==> src/rtl/vga_frame_reader.sv <==
// vga_frame_reader: 640x480@60 VGA timing generator and 2x-scaled frame-buffer reader.
// The counter state is flagged, a BRAM address is issued one cycle later, and the
// flags travel alongside the read so colour and sync leave together PIPE cycles
// after the counter state. mem_data is captured on the MEM_LAT-th clock edge after
// the edge that launched mem_addr.
module vga_frame_reader #(
  parameter int          H_VISIBLE = 640,
  parameter int          H_FP      = 16,
  parameter int          H_SYNC    = 96,
  parameter int          H_BP      = 48,
  parameter int          V_VISIBLE = 480,
  parameter int          V_FP      = 10,
  parameter int          V_SYNC    = 2,
  parameter int          V_BP      = 33,
  parameter int          IMG_W     = 320,
  parameter int          IMG_H     = 240,
  parameter int          MEM_LAT   = 2,
  parameter int          ADDR_W    = 17,
  parameter logic [23:0] BG_COLOR  = 24'h000000
) (
  input  logic              clk,
  input  logic              rst,
  output logic [ADDR_W-1:0] mem_addr,
  output logic              mem_rd_en,
  input  logic [23:0]       mem_data,
  output logic              hsync,
  output logic              vsync,
  output logic              visible,
  output logic [23:0]       data_out,
  output logic              frame_start,
  output logic [9:0]        hcount,
  output logic [9:0]        vcount
);

  localparam int HT     = H_VISIBLE + H_FP + H_SYNC + H_BP;
  localparam int VT     = V_VISIBLE + V_FP + V_SYNC + V_BP;
  localparam int HS_BEG = H_VISIBLE + H_FP;
  localparam int HS_END = HS_BEG + H_SYNC;
  localparam int VS_BEG = V_VISIBLE + V_FP;
  localparam int VS_END = VS_BEG + V_SYNC;

  // The stored image must fit in the frame-buffer address space.
  generate
    if (IMG_W * IMG_H > (1 << ADDR_W)) begin : g_cfg_check
      $error("vga_frame_reader: IMG_W*IMG_H exceeds the 2^ADDR_W frame buffer");
    end
    if (MEM_LAT < 1 || MEM_LAT > 4) begin : g_lat_check
      $error("vga_frame_reader: MEM_LAT must be in 1..4");
    end
  endgenerate

  logic [9:0]        r_hc;
  logic [9:0]        r_vc;
  logic [ADDR_W-1:0] r_row_base;
  logic [ADDR_W-1:0] r_mem_addr;
  logic              r_mem_rd_en;

  // Flag pipeline stages 0..MEM_LAT-1; the output register is the final stage.
  logic [MEM_LAT-1:0] r_vis_p;
  logic [MEM_LAT-1:0] r_hs_p;
  logic [MEM_LAT-1:0] r_vs_p;
  logic [MEM_LAT-1:0] r_img_p;
  logic [MEM_LAT-1:0] r_fs_p;

  logic              r_hsync;
  logic              r_vsync;
  logic              r_visible;
  logic              r_frame_start;
  logic [23:0]       r_data_out;

  logic              w_h_wrap;
  logic              w_v_wrap;
  logic              w_vis;
  logic              w_hs;
  logic              w_vs;
  logic              w_img;
  logic              w_img_row;
  logic              w_fs;
  logic [8:0]        w_col;

  assign w_h_wrap  = (r_hc == 10'(HT - 1));
  assign w_v_wrap  = (r_vc == 10'(VT - 1));
  assign w_vis     = (int'(r_hc) < H_VISIBLE) && (int'(r_vc) < V_VISIBLE);
  assign w_hs      = !((int'(r_hc) >= HS_BEG) && (int'(r_hc) < HS_END));
  assign w_vs      = !((int'(r_vc) >= VS_BEG) && (int'(r_vc) < VS_END));
  assign w_img_row = (int'(r_vc) < 2 * IMG_H);
  assign w_img     = (int'(r_hc) < 2 * IMG_W) && w_img_row;
  assign w_fs      = (r_hc == 10'd0) && (r_vc == 10'd0);
  assign w_col     = r_hc[9:1];

  // Raw horizontal/vertical counters; vc advances on every hc wrap.
  always_ff @(posedge clk or negedge rst) begin
    if (!rst) begin
      r_hc <= '0;
      r_vc <= '0;
    end else if (w_h_wrap) begin
      r_hc <= '0;
      r_vc <= w_v_wrap ? 10'd0 : r_vc + 10'd1;
    end else begin
      r_hc <= r_hc + 10'd1;
    end
  end

  // Row base steps by one stored line after every second image line (2x vertical scale).
  always_ff @(posedge clk or negedge rst) begin
    if (!rst) begin
      r_row_base <= '0;
    end else if (w_h_wrap) begin
      if (w_v_wrap)
        r_row_base <= '0;
      else if (r_vc[0] && w_img_row)
        r_row_base <= r_row_base + ADDR_W'(IMG_W);
    end
  end

  // Stage 1: registered read address and strobe; address holds outside the image.
  always_ff @(posedge clk or negedge rst) begin
    if (!rst) begin
      r_mem_addr  <= '0;
      r_mem_rd_en <= 1'b0;
    end else begin
      r_mem_rd_en <= w_img;
      if (w_img)
        r_mem_addr <= r_row_base + ADDR_W'(w_col);
    end
  end

  // Flag shift registers covering the address stage plus BRAM latency.
  always_ff @(posedge clk or negedge rst) begin
    if (!rst) begin
      r_vis_p <= '0;
      r_hs_p  <= '1;
      r_vs_p  <= '1;
      r_img_p <= '0;
      r_fs_p  <= '0;
    end else begin
      r_vis_p[0] <= w_vis;
      r_hs_p[0]  <= w_hs;
      r_vs_p[0]  <= w_vs;
      r_img_p[0] <= w_img;
      r_fs_p[0]  <= w_fs;
      for (int i = 1; i < MEM_LAT; i++) begin
        r_vis_p[i] <= r_vis_p[i-1];
        r_hs_p[i]  <= r_hs_p[i-1];
        r_vs_p[i]  <= r_vs_p[i-1];
        r_img_p[i] <= r_img_p[i-1];
        r_fs_p[i]  <= r_fs_p[i-1];
      end
    end
  end

  // Final stage: colour select registered together with the delayed flags.
  always_ff @(posedge clk or negedge rst) begin
    if (!rst) begin
      r_hsync       <= 1'b1;
      r_vsync       <= 1'b1;
      r_visible     <= 1'b0;
      r_frame_start <= 1'b0;
      r_data_out    <= '0;
    end else begin
      r_hsync       <= r_hs_p[MEM_LAT-1];
      r_vsync       <= r_vs_p[MEM_LAT-1];
      r_visible     <= r_vis_p[MEM_LAT-1];
      r_frame_start <= r_fs_p[MEM_LAT-1];
      if (!r_vis_p[MEM_LAT-1])
        r_data_out <= '0;
      else if (r_img_p[MEM_LAT-1])
        r_data_out <= mem_data;
      else
        r_data_out <= BG_COLOR;
    end
  end

  assign mem_addr    = r_mem_addr;
  assign mem_rd_en   = r_mem_rd_en;
  assign hsync       = r_hsync;
  assign vsync       = r_vsync;
  assign visible     = r_visible;
  assign data_out    = r_data_out;
  assign frame_start = r_frame_start;
  assign hcount      = r_hc;
  assign vcount      = r_vc;

endmodule

==> config.mk <==
export PLATFORM = sky130hd
export DESIGN_NAME = vga_frame_reader
export DESIGN_NICKNAME = d
export VERILOG_FILES = /design/src/rtl/vga_frame_reader.sv
export SDC_FILE = /design/constraint.sdc
export NUM_CORES = 1
export LEC_CHECK = 0
export CORE_UTILIZATION = 49
export CTS_CLUSTER_DIAMETER = 80
export DETAILED_ROUTE_END_ITERATION = 7
export PLACE_DENSITY = 0.76
export SYNTH_ARGS = -nofsm -noshare
export SYNTH_HDL_FRONTEND = slang
export SYNTH_SLANG_ARGS = --single-unit
==> constraint.sdc <==
create_clock -name clk -period 2.7 [get_ports clk]
set_input_delay 0.81 -clock clk [delete_from_list [all_inputs] [get_ports clk]]
set_output_delay 0.81 -clock clk [all_outputs]
set_load 0.01 [all_outputs]
==> results.sh <==
export IMPL_outcome="complete, no violations"
export IMPL_maxSlewHeadroom=0.595
export IMPL_p_leak_nw=2.05
export IMPL_grt_pass1_vias=2554
export IMPL_required_ns=1.89
export IMPL_cts_sinks=84
export IMPL_rsz0062_at_grt="no"
export IMPL_synth_edf_count=0
export IMPL_dp_hpwl_mm=5.60
export IMPL_fin_nets=449
export IMPL_globalplace_congestion=0.797
export IMPL_finalCritPeriodShare=0.852
export IMPL_ir_worst_vdd_v=0.000236
export IMPL_cp_max_fo=10
export IMPL_crit_chain="clkdlybuf4s50_1"
export IMPL_worstSetupPathType="reg -> out"
export IMPL_synth_simple_gate_area_frac=0.200
export IMPL_wire_per_inst_um=15.0
export IMPL_cts_root_buf="clkbuf_8"
export IMPL_cp_buffers_inverters=1
export IMPL_htreeDepth=3
export IMPL_hold_class="reg -> reg"
export IMPL_synth_area_per_cell_um2=11.2
export IMPL_synth_nets=353
export IMPL_clk_latency_ns=0.35
export IMPL_synth_compound_area_frac=0.0771
export IMPL_ys_ff_latch=84
export IMPL_die_width_um=87.4
export IMPL_fmax_mhz=435
export IMPL_layout_drive_gt1_share=0.115
export IMPL_placeableCoreArea_um2=6910
export IMPL_boundaryPins=92
export IMPL_design_area_um2=4820
export IMPL_rows=30
export IMPL_dr_pass1_iters=4
export IMPL_drv_slew=0
export IMPL_use_met3=0.0389
export IMPL_synth_cell_types=45
export IMPL_ys_warn_count=0
export IMPL_fill_cells=536
export IMPL_final_hold_viol_count=0
export IMPL_initial_core_util=0.517
export IMPL_vias=2666
export IMPL_synth_area_leaders="dfrtp_1 (55%), and2_1 (4.6%), dfstp_2 (4.4%)"
export IMPL_yosysTopAreaCell="dfrtp_1"
export IMPL_post_cts_resized=0
export IMPL_start_kind="register"
export IMPL_cts_setup_buffers=0
export IMPL_cp_top_family="buffers and inverters"
export IMPL_synth_top_family_by_area="simple AND/OR/NAND/NOR gates"
export IMPL_slowest_stage="clkdlybuf4s50_1"
export IMPL_path_clk_slew_ns=0.08
export IMPL_n_antenna_cell=0
export IMPL_synth_most_common_cell="dfrtp_1"
export IMPL_synthCells=318
export IMPL_finalSetupTns_ns=0
export IMPL_synth_common_cells="dfrtp_1 (78), nand2_1 (37), o21ai_0 (31)"
export IMPL_synth_area_um2=3570
export IMPL_antenna_left=0
export IMPL_grt_max_degree=39
export IMPL_synth_top_area_frac=0.547
export IMPL_area_delta_synth_final_pct=34.9
export IMPL_power_density_nw_per_um2=496
export IMPL_yosysSeqAreaShare=0.591
export IMPL_finClkSkew_ns=0.00920
export IMPL_timing_final_crit_period_ns=2.30
export IMPL_worst_pin_slew_ns=0.601
export IMPL_met1_usage=0.289
export IMPL_portBuffers=91
export IMPL_die_area_um2=7630
export IMPL_crit_arrival_ns=1.49
export IMPL_power_total_mw=2.39
export IMPL_grt_use_total=0.217
export IMPL_cts_hold_buf=0
export IMPL_synthArstFlopShare=1.00
export IMPL_muxShareOfSynthArea=0.0189
export IMPL_endpoint_kind="output pin"
export IMPL_vias_per_cell=5.18
export IMPL_grt_pass1_wl_mm=12.5
export IMPL_area_sequential_um2=2110
export IMPL_cts_buffers=9
export IMPL_antenna_found_initial=0
export IMPL_synth_ff_type="dfrtp_1"
export IMPL_slowest_delay_ns=0.61
export IMPL_tritoncts="done"
export IMPL_wl_mm=7.75
export IMPL_synthAdderAreaFrac=0.0315
export IMPL_yosys_area_share_xor_xnor=0.0564
export IMPL_multi_input_area_um2=1370
export IMPL_busiest_layer="met2"
export IMPL_clock_path_buffers=2
export IMPL_drv_cap=0
export IMPL_die_h_um=87.4
export IMPL_drc=0
export IMPL_setup_viol=0
export IMPL_use_met2=0.361
export IMPL_drt_iter0_markers=145
export IMPL_grt_overflow=0
export IMPL_placed_cell_area_um2=4590
-- stage by stage --
| step | setup WS, ns | hold WS, ns | instances | util |
|---|---|---|---|---|
| floorplan | 0.635 | 0.331 | 318 | - |
| global placement | 0.567 | 0.337 | 499 | 0.665 |
| detailed placement | 0.507 | 0.336 | 499 | 0.665 |
| CTS | 0.394 | 0.356 | 515 | 0.697 |
| global route | 0.342 | 0.362 | 515 | 0.697 |
| finish | 0.399 | 0.355 | 515 | 0.697 |
-- per-layer routing --
layer | up-vias | share of wire
li1 | 1278 | -
met1 | 1301 | 0.45
met2 | 85 | 0.48
met3 | 2 | 0.059
met4 | 0 | 0.0031
met5 | - | 0
-- power by group --
group	total, mW	internal, mW	switching (mW)
clock network	0.989	0.527	0.461
registers	1.28	1.28	0.00412
logic	0.122	0.0731	0.0492
-- cells in the final DEF, fill, tap and decap left out, types with 2 or more instances in the layout --
| cell type | count |
|---|---|
| bufinv_16 | 2 |
| o21ai_0 | 31 |
| or4_1 | 2 |
| dfrtp_1 | 78 |
| nand3_1 | 11 |
| and4_1 | 3 |
| clkdlybuf4s50_1 | 90 |
| o31ai_1 | 2 |
| dfstp_2 | 6 |
| clkbuf_8 | 9 |
| mux2_2 | 6 |
| a21oi_1 | 8 |
| nor2_1 | 17 |
| ha_1 | 9 |
| nand4_1 | 3 |
| nand2_1 | 37 |
| xnor2_1 | 14 |
| nor3_2 | 2 |
| buf_4 | 9 |
| and2_1 | 26 |
| inv_6 | 2 |
| a31oi_1 | 5 |
| nand4b_1 | 2 |
| nand3_2 | 2 |
| nor4_1 | 4 |
| xor2_1 | 9 |
| inv_1 | 6 |
| and3_1 | 3 |
-- cell type report --
type / count / area share
multi-input combinational: 214 / 0.285
timing repair buffer: 99 / 0.201
clock buffer: 9 / 0.0257
tap: 96 / 0.0249
clock inverter: 7 / 0.0205
inverter: 6 / 0.00468
sequential: 84 / 0.438
-- sequential cells by signal (all words and copies together) (netlist names) --
register	cells
frame_start	1
r_img_p	2
vsync	1
data_out	24
hsync	1
r_vs_p	2
vcount	10
visible	1
r_row_base	11
hcount	10
r_fs_p	2
mem_addr	17
r_hs_p	2
-- final timing paths --
path / depth (start not counted) / to / slack [ns] / from
max: 1 / hcount[8] / 0.40 / hcount[8]
min: 0 / r_fs_p[1] / 0.35 / r_fs_p[0]
max reg2reg: 5 / vcount[7] / 0.49 / hcount[5]
min reg2reg: 0 / r_fs_p[1] / 0.35 / r_fs_p[0]
max in group asynchronous: 2 / r_vs_p[1] / 1.59 / rst
min in group asynchronous: 1 / mem_addr[5] / 0.42 / rst
-- kinds of logic (layout without fill, tap and decap cells) --
group / after synthesis / count (layout)
adders and majority gates: 9 / 9
and+or+nand+nor: 126 / 126
muxes: 6 / 6
AOI/OAI and AO/OA: 50 / 50
DFF: 84 / 84
xor gates and xnor gates: 23 / 23
buffers and inverters: 20 / 121
(Power assumes the default switching activity.)
==> RTL change (same flow settings) <==
Register the output `hcount` once more, without a reset; this adds one clock of latency there. The other outputs are not delayed to match.
--- a/src/rtl/vga_frame_reader.sv
+++ b/src/rtl/vga_frame_reader.sv
@@ -178,7 +178,9 @@
   assign visible     = r_visible;
   assign data_out    = r_data_out;
   assign frame_start = r_frame_start;
-  assign hcount      = r_hc;
+  always_ff @(posedge clk) begin
+    hcount <= r_hc;
+  end
   assign vcount      = r_vc;
 
 endmodule
Formal check against the unedited RTL: not equivalent (Yosys sat finds a counterexample within 4 cycles, from zero or initial values and one cycle with rst low).
==> RTL change against the original RTL <==
Cell count grew 6.0%; total power about the same; clock skew is 0.0015 ns higher; area after synthesis increased by 7.8%; highest routed layer unchanged; die area grew 7.6%; setup slack lost 0.017 ns; wire length up 4.1%; sequential cell count is 10 higher; cell area is 4.5% higher.
==> RTL change: results (changes against the original RTL) <==
- Dominant cells by area after synthesis: dfrtp_1, dfxtp_1, and2_1 (was dfrtp_1, and2_1, dfstp_2)
- Nets: 477 (was 449)
- Syn_nets: 386 (was 353)
- Total length of routed wires: 8070 um (was 7750 um)
- Yosys cell types: 41 (was 45)
- Slew HR: 0.553 (was 0.595)
- Fraction of the yosys area taken by sequential cells: 0.600 (was 0.591)
- Final Slew Violations: 0 (unchanged)
- Initial antenna violation count: 0 (unchanged)
- Post-synth ARST share: 0.894 (was 1.00)
- Maximum clock path buffer count: 2 (unchanged)
- Status: finished clean (unchanged)
- Vias in the first global route: 2751 (was 2554)
- Post-synth top cells: dfrtp_1, nand2_1, o21ai_0 (unchanged)
- Register clock-pin slew on the reported worst setup and hold paths: 0.09 ns
- Pin count of the biggest net entering global routing: 37 (was 39)
- Post-Route Skew: 0.0107 ns (was 0.00920 ns)
- HPWL after DPL: 5750 um (was 5600 um)
- Fraction of layout cells with a size suffix above 1: 0.0694 (was 0.115)
- Total track usage: 0.208 (was 0.217)
- First-pass GRT wire length: 13400 um (was 12500 um)
- Placement Cell Area: 0.00486 mm^2 (was 0.00459 mm^2)
- # Post-CTS Setup Buffers: 0 (unchanged)
- CP Data Arrival Time: 1.51 ns (was 1.49 ns)
- Final Wtd Congestion: 0.864 (was 0.797)
- Fillcell total: 592 (was 536)
- CP Max Fanout: 9 (was 10)
- Maximum VDD drop: 0.261 mV (was 0.236 mV)
- Via count: 2888 (was 2666)
- Diodes inserted: 0 (unchanged)
- Static leakage: 2.10 nW (was 2.05 nW)
- Worst min path class: reg -> reg (unchanged)
- Starting DRC count in detailed routing: 114 (was 145)
==> RTL change: kinds of logic after synthesis <==
family                   synth area share
buffers and inverters              0.0312
AO/OA/AOI/OAI                      0.0949
AND/OR/NAND/NOR                     0.198
XOR/XNOR                           0.0387
adder cells (fa/ha/maj)            0.0293
flip-flops                          0.600
multiplexers                      0.00780
==> RTL change: final timing paths <==
| check | startpoint | to | slack, ns | cells past startpoint |
|---|---|---|---|---|
| worst max-delay path | vcount[0]$_DFFE_PN0N_ | vcount[0] | 0.38 | 1 |
| worst min-delay path | r_fs_p[1]$_DFF_PN0_ | frame_start$_DFF_PN0_ | 0.35 | 0 |
| worst max register to register | vcount[0]$_DFFE_PN0N_ | r_row_base[14]$_DFFE_PN0P_ | 0.40 | 7 |
| worst min register to register | r_fs_p[1]$_DFF_PN0_ | frame_start$_DFF_PN0_ | 0.35 | 0 |
| max in group asynchronous | rst | data_out[11]$_DFF_PN0_ | 1.73 | 2 |
| min in group asynchronous | rst | data_out[13]$_DFF_PN0_ | 0.39 | 1 |
==> RTL change: metal layers <==
layer	share of wire	wire length (um)	global-route usage	up-vias
met5	0	0	0	-
met4	0.012	97	0.0659	0
met3	0.063	508	0.0505	8
met2	0.46	3700	0.331	109
met1	0.47	3770	0.283	1371
li1	-	-	-	1400
==> RTL change: final cells by class <==
type,count,area share
Tap cell,99,0.0246
Multi-Input combinational cell,230,0.282
Inverter,10,0.00746
Timing Repair Buffer,97,0.192
Sequential cell,94,0.459
Clock inverter,4,0.00646
Clock buffer,12,0.0288
==> RTL change: through the flow <==
stage               setup slack (ns)  instances   util
floorplan                      0.820        351      -
global placement               0.664        530  0.655
detailed placement             0.438        530  0.655
CTS                            0.354        546  0.679
global route                   0.227        546  0.679
finish                         0.383        546  0.679
==> RTL change: power by group <==
part           switching [mW]  internal, mW  leakage (nW)  total (mW)
Sequential            0.00454          1.42          1.14        1.43
Clock                   0.475         0.365        0.0832       0.841
Combinational          0.0486        0.0742         0.880       0.123
Total                   0.528          1.86          2.10        2.39
